$ cat config.mk
export PLATFORM = sky130hd
export DESIGN_NAME = mux_scan_sequencer
export DESIGN_NICKNAME = d
export VERILOG_FILES = /design/src/rtl/mux_scan_sequencer.sv
export SDC_FILE = /design/constraint.sdc
export NUM_CORES = 1
export LEC_CHECK = 0
export CAP_MARGIN = 20
export CORE_UTILIZATION = 40
export CTS_BUF_LIST = sky130_fd_sc_hd__clkbuf_4
export DETAILED_ROUTE_END_ITERATION = 10
export GPL_TIMING_DRIVEN = 0
export MAX_ROUTING_LAYER = met4
export PLACE_DENSITY = 0.73
export SETUP_SLACK_MARGIN = 0.2
export SYNTH_ARGS = -nofsm -noshare
export SYNTH_HDL_FRONTEND = slang
export SYNTH_SLANG_ARGS = --single-unit
$ cat constraint.sdc
create_clock -name clk -period 4.1 [get_ports clk]
set_input_delay 1.025 -clock clk [delete_from_list [all_inputs] [get_ports clk]]
set_output_delay 1.025 -clock clk [all_outputs]
set_load 0.05 [all_outputs]
$ cat src/rtl/mux_scan_sequencer.sv
// mux_scan_sequencer: drives the select of a downstream 16:1 mux, waits a
// fixed settle time, captures the mux output and hands each sample to a
// consumer over valid/ready. Supports a single-channel read or an ascending
// scan over a latched 16-bit channel enable mask; completion is a one-cycle
// done pulse.
module mux_scan_sequencer #(
    parameter int unsigned WIDTH  = 1,
    parameter int unsigned SETTLE = 2   // legal range 1..15
) (
    input  logic             clk,
    input  logic             rst,
    input  logic             start,
    input  logic             mode,
    input  logic [3:0]       chan_in,
    input  logic [15:0]      enable_mask,
    output logic [3:0]       sel,
    input  logic [WIDTH-1:0] mux_out,
    output logic             smp_valid,
    input  logic             smp_ready,
    output logic [WIDTH-1:0] smp_data,
    output logic [3:0]       smp_chan,
    output logic             busy,
    output logic             done
);

    typedef enum logic [1:0] {
        S_IDLE,
        S_SETTLE,
        S_OUTPUT
    } state_e;

    localparam logic [3:0] SETTLE_LAST = 4'(SETTLE - 1);

    state_e           state_q, state_d;
    logic [3:0]       cnt_q, cnt_d;
    logic [3:0]       sel_q, sel_d;
    logic             smp_valid_q, smp_valid_d;
    logic [WIDTH-1:0] smp_data_q, smp_data_d;
    logic [3:0]       smp_chan_q, smp_chan_d;
    logic             busy_q, busy_d;
    logic             done_q, done_d;
    logic             mode_q, mode_d;
    logic [15:0]      mask_q, mask_d;

    logic [3:0]       first_chan;
    logic [3:0]       first_idx;
    logic [3:0]       next_chan;
    logic [3:0]       next_idx;
    logic             has_next;

    // Lowest set bit of the incoming mask (scan start channel).
    // Walks from bit 15 down so the last hit, i.e. the lowest index, wins.
    always_comb begin
        first_chan = '0;
        first_idx  = '0;
        for (int unsigned i = 0; i < 16; i++) begin
            first_idx = 4'(15 - i);
            if (enable_mask[first_idx]) begin
                first_chan = first_idx;
            end
        end
    end

    // Next higher set bit of the latched mask strictly above the current select.
    always_comb begin
        has_next  = 1'b0;
        next_chan = '0;
        next_idx  = '0;
        for (int unsigned i = 0; i < 16; i++) begin
            next_idx = 4'(15 - i);
            if (mask_q[next_idx] && (next_idx > sel_q)) begin
                has_next  = 1'b1;
                next_chan = next_idx;
            end
        end
    end

    // Next-state and output logic for the IDLE/SETTLE/OUTPUT sequencer.
    always_comb begin
        state_d     = state_q;
        cnt_d       = cnt_q;
        sel_d       = sel_q;
        smp_valid_d = smp_valid_q;
        smp_data_d  = smp_data_q;
        smp_chan_d  = smp_chan_q;
        busy_d      = busy_q;
        done_d      = 1'b0;
        mode_d      = mode_q;
        mask_d      = mask_q;

        case (state_q)
            S_IDLE: begin
                if (start) begin
                    mode_d = mode;
                    mask_d = enable_mask;
                    if (mode && (enable_mask == '0)) begin
                        // Empty scan completes immediately without going busy.
                        done_d = 1'b1;
                    end else begin
                        sel_d   = mode ? first_chan : chan_in;
                        cnt_d   = '0;
                        busy_d  = 1'b1;
                        state_d = S_SETTLE;
                    end
                end
            end
            S_SETTLE: begin
                cnt_d = cnt_q + 4'd1;
                if (cnt_q == SETTLE_LAST) begin
                    smp_data_d  = mux_out;
                    smp_chan_d  = sel_q;
                    smp_valid_d = 1'b1;
                    state_d     = S_OUTPUT;
                end
            end
            S_OUTPUT: begin
                if (smp_valid_q && smp_ready) begin
                    smp_valid_d = 1'b0;
                    if (!mode_q || !has_next) begin
                        done_d  = 1'b1;
                        busy_d  = 1'b0;
                        state_d = S_IDLE;
                    end else begin
                        sel_d   = next_chan;
                        cnt_d   = '0;
                        state_d = S_SETTLE;
                    end
                end
            end
            default: begin
                state_d = S_IDLE;
            end
        endcase
    end

    // State and output registers; reset aborts any operation immediately.
    always_ff @(posedge clk or posedge rst) begin
        if (rst) begin
            state_q     <= S_IDLE;
            cnt_q       <= '0;
            sel_q       <= '0;
            smp_valid_q <= 1'b0;
            smp_data_q  <= '0;
            smp_chan_q  <= '0;
            busy_q      <= 1'b0;
            done_q      <= 1'b0;
            mode_q      <= 1'b0;
            mask_q      <= '0;
        end else begin
            state_q     <= state_d;
            cnt_q       <= cnt_d;
            sel_q       <= sel_d;
            smp_valid_q <= smp_valid_d;
            smp_data_q  <= smp_data_d;
            smp_chan_q  <= smp_chan_d;
            busy_q      <= busy_d;
            done_q      <= done_d;
            mode_q      <= mode_d;
            mask_q      <= mask_d;
        end
    end

    assign sel       = sel_q;
    assign smp_valid = smp_valid_q;
    assign smp_data  = smp_data_q;
    assign smp_chan  = smp_chan_q;
    assign busy      = busy_q;
    assign done      = done_q;

endmodule

==> impl_metrics.py <==
metrics = {
    "status": {
        "outcome": "completed",
    },
    "synth": {
        "yosysWarningCount": 0,
        "synth-xor-area-share": 0,
        "synth_area_leaders": "sky130_fd_sc_hd__dfrtp_1, sky130_fd_sc_hd__mux2_2, sky130_fd_sc_hd__nand2_1, sky130_fd_sc_hd__o21ai_0, sky130_fd_sc_hd__a21oi_1",
        "synth_compound_area_frac": 0.2553,
        "mappedNetlistNets": 269,
        "synthFlopType": "sky130_fd_sc_hd__dfrtp_1",
        "synthesis.instances": 241,
        "yosys.area_share.adder": 0.01142,
        "ys_seq_area_frac": 0.3883,
        "yosysMostFrequentCell": "sky130_fd_sc_hd__dfrtp_1",
        "async_flop_share": 1.000,
        "postSynthRegisterBits": 34,
        "post_synth.cell_area_avg_um2": 9.091,
        "synth_enable_flop_cells": 0,
        "synth_commonest_cells": "sky130_fd_sc_hd__dfrtp_1, sky130_fd_sc_hd__nand2_1, sky130_fd_sc_hd__o21ai_0",
        "netlist_cell_types": 57,
        "synthMuxAreaShare": 0.08852,
        "main_combinational_cell_family_by_area_after_synthesis": "compound AO/OA/AOI/OAI gates",
        "yosysTopAreaCellShare": 0.3883,
        "synth_simple_gate_area_share": 0.2062,
        "synth_area_um2": 2191,
        "post-synth-top-area-cell": "sky130_fd_sc_hd__dfrtp_1",
    },
    "worst_setup_path": {
        "timing.reg2reg.setup_slack_ns": 1.89,
        "crit_path_end_kind": "flop",
        "timing.critical_path.arrival_ns": 3.27,
        "worst_path_slowest_cell": "sky130_fd_sc_hd__or4_4",
        "crit_type": "in2reg",
        "slowest_delay_ns": 0.59,
        "cp.required_ns": 4.34,
        "sequence_of_cells_on_the_critical_path": "clkdlybuf4s50_1 -> or4_4 -> nor4b_4 -> a31oi_1 -> o211a_1 -> buf_6 -> mux2_4",
        "setup_crit_start_kind": "primary input",
        "crit_path_max_fanout": 10,
    },
    "placed_design": {
        "port-buffer-count": 36,
        "place.detailed.hpwl_um": 4450,
        "post_dp_cell_area_um2": 2666,
        "preCtsSetupSlack_ns": 0.7303,
        "place_congestion": 0.9198,
        "dp_cells": 348,
    },
    "cts": {
        "clock_tree_from_tritoncts": "done",
        "cts_max_path_buffers": 2,
        "sinks_on_the_clock_net": 34,
        "cts_inserted_buffers": 5,
        "cts_hold_buf": 0,
        "clk-insertion-delay-late_ns": 0.35,
        "count_of_h_tree_levels_built_during_cts": 2,
        "postCtsSetupRepairBufs": 0,
        "cts_resized": 0,
        "clkTransAtPathRegs_ns": 0.10,
        "clock_tree.root_cell": "sky130_fd_sc_hd__clkbuf_4",
    },
    "floorplan": {
        "fp.coreArea_um2": 5205,
        "initial_standard_cell_utilization_of_the_core": 0.4209,
        "die_height_um": 76.01,
        "ios": 38,
        "dieWidth_um": 76.01,
        "fp.dieArea_um2": 5777,
        "rows": 26,
    },
    "sta": {
        "timing.slew.headroom": 0.5868,
        "timing_max_transition_violations_final": 0,
        "setup_tns_ns": 0,
        "report.final.hold_viol_count": 0,
        "unrepaired_setup_endpoints_after_global_routing": "no",
        "max_freq_ghz": 0.3308,
        "timing.hold.ws_ns": 0.4853,
        "layout_worst_path_cycle_share": 0.7372,
        "final.min_clock_period_ns": 3.023,
        "finalSetupViolations": 0,
        "clock-skew-final_ns": 0.005571,
        "worst_slew_pin_slew_ns": 0.6191,
        "post-route-worst-setup-slack_ns": 1.077,
    },
    "finish": {
        "layoutNonFillerInstCount": 356,
        "num-nets-final": 313,
        "share_of_cells_above_drive_strength_1": 0.1189,
        "flow.area_growth_from_synthesis_pct": 24.16,
        "antenna_cells": 0,
        "layout.cell_area.non_filler_um2": 2720,
        "postLayoutCoreUtil": 0.5226,
    },
    "global_routing": {
        "grt_util_all_layers": 0.2253,
        "antenna_found_initial": 0,
        "grt_start_max_net_pins": 22,
        "grt_pass1_vias": 2003,
        "grt_pass1_wl_um": 9977,
        "overflow_left_after_global_routing": 0,
    },
    "power_and_ir_drop": {
        "p_switching_mw": 0.9930,
        "power.switching_fraction": 0.4821,
        "worst_vdd_ir_mv": 0.3142,
        "power.share.sequential": 0.318,
        "share_comb_of_total_power": 0.592,
        "power_density_nw_per_um2": 757.3,
        "power.static_leakage_nw": 1.091,
        "design_power_total_mw": 2.060,
        "cellInternalPower_mw": 1.067,
        "clockPowerShare": 0.090,
    },
    "run": {
        "max_cap_viol_count": 0,
    },
    "routing": {
        "drt_wl_total_um": 5771,
        "postRouteAntennaNets": 0,
        "num_vias": 2118,
        "route.detailed.wl_per_inst_um": 16.21,
        "drt_pass1_iterations": 5,
        "remaining_drc_errors": 0,
        "detail_route.iter0.violations": 278,
        "drt-vias-per-instance": 5.949,
    },
    "worst_hold_path": {
        "min-delay-path-class": "reg2reg",
    },
}
[cell families (layout without fill, tap and decap cells)]
logic type / count (synthesis) / after routing
compound gates: 82 / 82
fa+ha+maj: 2 / 2
buf+inv: 26 / 71
flops: 34 / 34
mux: 17 / 17
simple gates: 80 / 80
[critical path: cells and delay by family]
family,cells,cell delay [ns]
AND/OR/NAND/NOR,2,0.94
multiplexers,1,0.29
buffers and inverters,2,0.64
AO/OA/AOI/OAI,2,0.35
[per-layer routing]
metal	global-route usage	wire length, µm
met5	-	0
met4	0.08846	135
met1	0.3027	2614
met3	0.04551	424
met2	0.3345	2595
[final timing paths]
path / start / to / depth (start not counted)
setup / recovery: enable_mask[7] / sel[0] / 7
hold / removal: smp_chan[3] / smp_chan[3] / 2
setup reg to reg: sel[1] / cnt_q[2] / 7
hold reg to reg: smp_chan[3] / smp_chan[3] / 2
max in group asynchronous: rst / sel[3] / 3
min in group asynchronous: rst / smp_chan[2] / 2
[layout by cell type, fill, tap and decap left out, types with 3 or more instances in the layout]
cell                              synthesis  layout
sky130_fd_sc_hd__a21oi_1                 15      15
sky130_fd_sc_hd__o21bai_1                 3       3
sky130_fd_sc_hd__o21a_1                   3       3
sky130_fd_sc_hd__inv_1                   15      15
sky130_fd_sc_hd__dfrtp_1                 34      34
sky130_fd_sc_hd__mux2_2                  15      15
sky130_fd_sc_hd__or3_1                    3       3
sky130_fd_sc_hd__a22oi_1                  3       3
sky130_fd_sc_hd__clkbuf_4                 0       6
sky130_fd_sc_hd__nor2b_1                  5       5
sky130_fd_sc_hd__o32ai_1                  3       3
sky130_fd_sc_hd__o21ai_0                 17      17
sky130_fd_sc_hd__nor2_1                  13      13
sky130_fd_sc_hd__nor3b_1                  3       3
sky130_fd_sc_hd__nand2_1                 27      27
sky130_fd_sc_hd__clkbuf_1                 4       4
sky130_fd_sc_hd__nand4_1                  4       4
sky130_fd_sc_hd__clkdlybuf4s50_1          0      36
sky130_fd_sc_hd__buf_2                    4       4
sky130_fd_sc_hd__nand2b_1                 6       6
sky130_fd_sc_hd__o211ai_1                 5       5
sky130_fd_sc_hd__o22ai_1                  5       5
[state kept, by name, summed over array words and instances, names as in the netlist]
register,flops
mask_q,15
cnt_q,4
sel,4
smp_chan,4
state_q,2
busy,1
done,1
mode_q,1
smp_data,1
smp_valid,1
[power groups by stage]
stage          logic, mW  registers [mW]  clock network, mW
6_report            1.22           0.655              0.186
5_1_grt             1.33           0.680              0.209
4_1_cts             1.21           0.649              0.193
3_5_place_dp        1.21           0.657                  0
3_3_place_gp        1.19           0.649                  0
2_1_floorplan      0.723           0.786                  0
[final cells by class]
cell class,count,area (µm²)
Sequential cell,34,850.8
Timing Repair Buffer,37,387.9
Inverter,15,56.30
Fill cell,515,2485
Buffer,11,53.80
Clock inverter,2,8.758
Multi-Input combinational cell,181,1230
Tap cell,70,87.58
Clock buffer,6,45.04
Power figures use the tool's default switching activity.
